## config.mk

```make
export PLATFORM = sky130hd
export DESIGN_NAME = thread_sched
export DESIGN_NICKNAME = d
export VERILOG_FILES = /design/src/rtl/thread_sched.sv
export SDC_FILE = /design/constraint.sdc
export NUM_CORES = 1
export LEC_CHECK = 0
export CAP_MARGIN = 20
export CORE_MARGIN = 5
export CORE_UTILIZATION = 50
export DETAILED_ROUTE_END_ITERATION = 8
export PLACE_DENSITY = 0.69
export SLEW_MARGIN = 25
export SYNTH_ARGS = -nofsm -noshare
export SYNTH_HDL_FRONTEND = slang
export SYNTH_SLANG_ARGS = --single-unit
```

## constraint.sdc

```tcl
create_clock -name CLK -period 5.72 [get_ports CLK]
set_input_delay 1.43 -clock CLK [delete_from_list [all_inputs] [get_ports CLK]]
set_output_delay 1.43 -clock CLK [all_outputs]
set_load 0.005 [all_outputs]
```

## src/rtl/thread_sched.sv

```systemverilog
// Round-robin thread grant scheduler: offers one thread at a time, holds off until done/abort/timeout.
// Latency: elig -> grant_valid in 2 edges; offer held until grant_ack; all outputs registered.
module thread_sched #(
  parameter int N_THREADS     = 16,
  parameter int N_THREADS_MSB = $clog2(N_THREADS) - 1,
  parameter int TIMEOUT       = 1023
) (
  input  logic                     CLK,
  input  logic                     RST_N,
  input  logic [N_THREADS-1:0]     req,
  input  logic [N_THREADS-1:0]     slot_ready,
  output logic                     grant_valid,
  output logic [N_THREADS_MSB:0]   grant_num,
  input  logic                     grant_ack,
  input  logic                     done,
  input  logic [N_THREADS_MSB:0]   done_num,
  input  logic                     abort,
  output logic                     busy,
  output logic [2:0]               err
);

  localparam int GW = N_THREADS_MSB + 1;
  localparam int PW = N_THREADS_MSB + 2;
  localparam logic [GW-1:0] PTR_RST = GW'(N_THREADS - 1);
  localparam logic [15:0]   TMAX    = 16'(TIMEOUT);

  typedef enum logic [1:0] {IDLE, SCAN, OFFER, BUSY} state_t;

  state_t         state, state_nxt;
  logic [GW-1:0]  ptr, ptr_nxt;
  logic [GW-1:0]  grant_num_nxt;
  logic [15:0]    tcnt, tcnt_nxt;
  logic [2:0]     err_nxt;
  logic [N_THREADS-1:0] elig;
  logic           found;
  logic [GW-1:0]  win;
  logic [PW-1:0]  idx;

  assign elig = req & slot_ready;

  // Search starts one past the last accepted thread and ends on ptr itself.
  always_comb begin
    found = 1'b0;
    win   = '0;
    idx   = '0;
    for (int i = 1; i <= N_THREADS; i++) begin
      idx = {1'b0, ptr} + PW'(i);
      if (idx >= PW'(N_THREADS))
        idx = idx - PW'(N_THREADS);
      if (!found && elig[idx[GW-1:0]]) begin
        found = 1'b1;
        win   = idx[GW-1:0];
      end
    end
  end

  always_comb begin
    state_nxt     = state;
    ptr_nxt       = ptr;
    grant_num_nxt = grant_num;
    tcnt_nxt      = tcnt;
    err_nxt       = err;

    if (done && state != BUSY)
      err_nxt[0] = 1'b1;

    case (state)
      IDLE: begin
        if (|elig)
          state_nxt = SCAN;
      end
      SCAN: begin
        if (found) begin
          grant_num_nxt = win;
          state_nxt     = OFFER;
        end else begin
          state_nxt = IDLE;
        end
      end
      OFFER: begin
        if (abort) begin
          state_nxt = IDLE;
        end else if (grant_ack) begin
          ptr_nxt   = grant_num;
          tcnt_nxt  = '0;
          state_nxt = BUSY;
        end
      end
      BUSY: begin
        tcnt_nxt = (tcnt == TMAX) ? tcnt : tcnt + 16'd1;
        // done outranks both abort and the timeout terminal count
        if (done) begin
          if (done_num != grant_num)
            err_nxt[1] = 1'b1;
          state_nxt = IDLE;
        end else if (abort) begin
          state_nxt = IDLE;
        end else if (tcnt == TMAX - 16'd1) begin
          err_nxt[2] = 1'b1;
          state_nxt  = IDLE;
        end
      end
      default: state_nxt = IDLE;
    endcase
  end

  always_ff @(posedge CLK or negedge RST_N) begin
    if (!RST_N) begin
      state       <= IDLE;
      ptr         <= PTR_RST;
      grant_num   <= '0;
      tcnt        <= '0;
      err         <= '0;
      grant_valid <= 1'b0;
      busy        <= 1'b0;
    end else begin
      state       <= state_nxt;
      ptr         <= ptr_nxt;
      grant_num   <= grant_num_nxt;
      tcnt        <= tcnt_nxt;
      err         <= err_nxt;
      grant_valid <= (state_nxt == OFFER);
      busy        <= (state_nxt == BUSY);
    end
  end

endmodule

```

==> results.md <==
* Status: complete, no violations
* Share of the synthesized area in the top cell type at 17.2%
* Max-cap violations at 0
* Net count reported at finish at about 560
* Dpl ws at a little under 0.8 ns
* Final hold vios at 0
* DRC Markers at 0
* Area leader, netlist: dfrtp_1
* Number of cells on the critical path at 10
* Slew margin rel. at 36.4%
* DIE AREA at ~9700 um2
* Initial antenna violation count at 0
* Worst-case clock buffer depth at 2
* Clock skew at between 0.01 and 0.015 ns
* Max Clk Rate at 0.214 GHz
* Hold bufs inserted after CTS at 0
* Total CTS buffers at 5
* Setup WS post-layout at approximately 1.1 ns
* Post-CTS Repair Setup Buffers at 0
* Syn_nets at between 500 and 600
* Reg2Reg Depth at 11
* Wire per inst at 20.5 um
* Root Buffer: clkbuf_8
* Most common cell after layout, fill and taps aside: nand2_1
* Via count at 4133
* DR pass1 iterations at 5
* FF-to-FF End: grant_valid
* Highest-count cells in the layout ignoring fill and taps: 57 x nand2_1, 49 x clkdlybuf4s50_1, 39 x nor2_1
* Critical Path RT at between 5 and 6 ns
* Detail-routed via count per cell at 6.71
* Delay-heaviest family, CP: simple AND/OR/NAND/NOR gates
* Ys flop type: dfrtp_1
* First-pass GRT wire length at 20400 um
* Worst setup EP type: register
* Worst setup SP type: input port
* # IOs at 50
* Worst Hold Endpoint: err[2]
* R2r setup slk at between 1 and 1.5 ns
* GP Congestion at roughly 0.96
* Post-synth cell types at 66
* Number of gates resized after CTS at 0
* Yosys warns at 0
* Setup TNS at 0 ns
* Largest stage delay on the critical path at 0.56 ns
* Starting Density at slightly above 50%
* Worst-path fanout max at 6
* Filler instances at just under 700
* Crit Path Class: input port to register
* Die Wd at 98.6 um
* Worst hold start: err[2]
* Critical path's slowest cell: or4_4
* EDFF count, synth at 0
* Vias in the first global route at 4013
* Area contributors post-synth: dfrtp_1 17%, mux4_2 13%, nand2_1 5.5%, o2111ai_1 4.5%, o21ai_0 3.8%
* CP Cell Sequence: clkdlybuf4s50_1 -> and2_4 -> mux4_2 -> mux4_2 -> o21bai_4 -> or4_4 -> nor4_4 -> a31oi_2 -> nor2_1 -> nor2_1
* Clock sinks at 31
* Worst r2r src: ptr[1]
* RSZ-0062 raised after global routing: no
* DRT iter0 DRCs at 518
* WL final at around 13000 um
* Register area share after synthesis at 19.9%
* Mean post-synth cell area at 8.38 um2
* Slew Limit Fails at 0
* Die Ht at 98.6 um
* All-Layer GR Usage at between 20% and 30%
* Area occupied by registers at 781 um2
* Post-route clock period utilization at 81.5%
* Clock latency on the worst-skew pair at 0.28 ns
* Row Count at 32
* Final setup viols at 0
* H-tree lvl count at 2
* Gr ovfl total at 0
* #FFs+latches synth at 31
* HP Class: register to register
* Post-Syn Area at 3920 um2
* Routed Antenna Nets at 0
* Finished Core Util at 60.2%
* Layout area overhead at 18.0%
* Ys async rst share at 100%
* Hold path cells at 1
* Fin crit period at 4.66 ns
* Arr. time, crit path at around 4.8 ns
* Bufs and invs on worst path at 1
* Core ar. at 7690 um2
* Buffers on Ports at 49
* CTS tree: built
* Worst Max-Slew Pin Slew at 0.947 ns
* Largest net degree at the start of global routing at 39
* Hpwl dp at 9750 um
* CTS clk-pin slew, worst paths at 0.07 ns
* Multi-input gate area at 3020 um2
* ANT cells at 0
* Syn Inst Count at 468
* Layout cell share with drive strength beyond 1 at 12.8%
sequential cells by signal (all words and copies together) (netlist names):
signal,cells
tcnt,16
grant_valid,1
busy,1
state,2
grant_num,4
ptr,4
err,3
cells by family (layout without fill, tap and decap cells):
| family | count (synthesis) | in the layout | synth area share [%] |
|---|---|---|---|
| AO/OA/AOI/OAI | 137 | 137 | 25.0 |
| XOR/XNOR | 29 | 29 | 6.48 |
| multiplexers | 43 | 43 | 18.6 |
| buffers and inverters | 30 | 76 | 3.19 |
| adder cells (fa/ha/maj) | 9 | 9 | 2.87 |
| flip-flops | 31 | 31 | 19.9 |
| AND/OR/NAND/NOR | 189 | 189 | 23.9 |
how the worst max path moves through the flow:
| stage | start | endpoint | slack [ns] |
|---|---|---|---|
| after floorplan | req[11] | grant_num[1] | 1.49 |
| after global placement | req[8] | grant_num[1] | 0.84 |
| after detailed placement | req[8] | grant_num[1] | 0.79 |
| after CTS | req[8] | grant_valid | 1.09 |
| after global routing | req[10] | grant_valid | 0.96 |
| final | req[8] | grant_valid | 1.06 |
routing by layer:
layer  vias to the layer above  wire length (um)  global-route usage (%)  share of wire [%]
met5                         -                 0                       0                  0
met4                         0               666                    12.9                5.3
met3                        55              1120                    4.74                8.9
met2                       228              6010                    42.7                 48
met1                      1952              4830                    32.6                 38
li1                       1898                 -                       -                  -
cell usage after synthesis, types with 5 or more instances:
cell / n
nand2_1: 57
nor2_1: 39
o21ai_0: 30
dfrtp_1: 27
nand3_1: 26
mux4_2: 23
o2111ai_1: 20
a21oi_1: 18
and2_1: 17
xnor2_1: 17
mux2i_1: 13
nand4_1: 12
xor2_1: 12
clkbuf_1: 10
a21boi_0: 9
ha_1: 9
or3_1: 9
buf_2: 7
o22ai_1: 7
inv_1: 6
mux2_2: 6
nand2b_1: 5
nor3_1: 5
stage by stage:
step                hold WS (ns)  instance area [um2]  instances
finish                     0.468                 4630        616
global route               0.508                 4630        616
CTS                        0.469                 4630        616
detailed placement         0.447                 4520        608
global placement           0.444                 4520        608
floorplan                  0.451                 3920        468
final cells by class:
type / count / share of cell area [%]
Clock buffer: 7 / 2.08
Clock inverter: 1 / 0.162
Inverter: 10 / 0.811
Multi-Input combinational cell: 407 / 65.3
Sequential cell: 31 / 16.9
Tap cell: 102 / 2.76
Timing Repair Buffer: 58 / 12.1
Power is not shown: default switching activity piles up to over one toggle a cycle in this logic, so the estimate is an artifact.
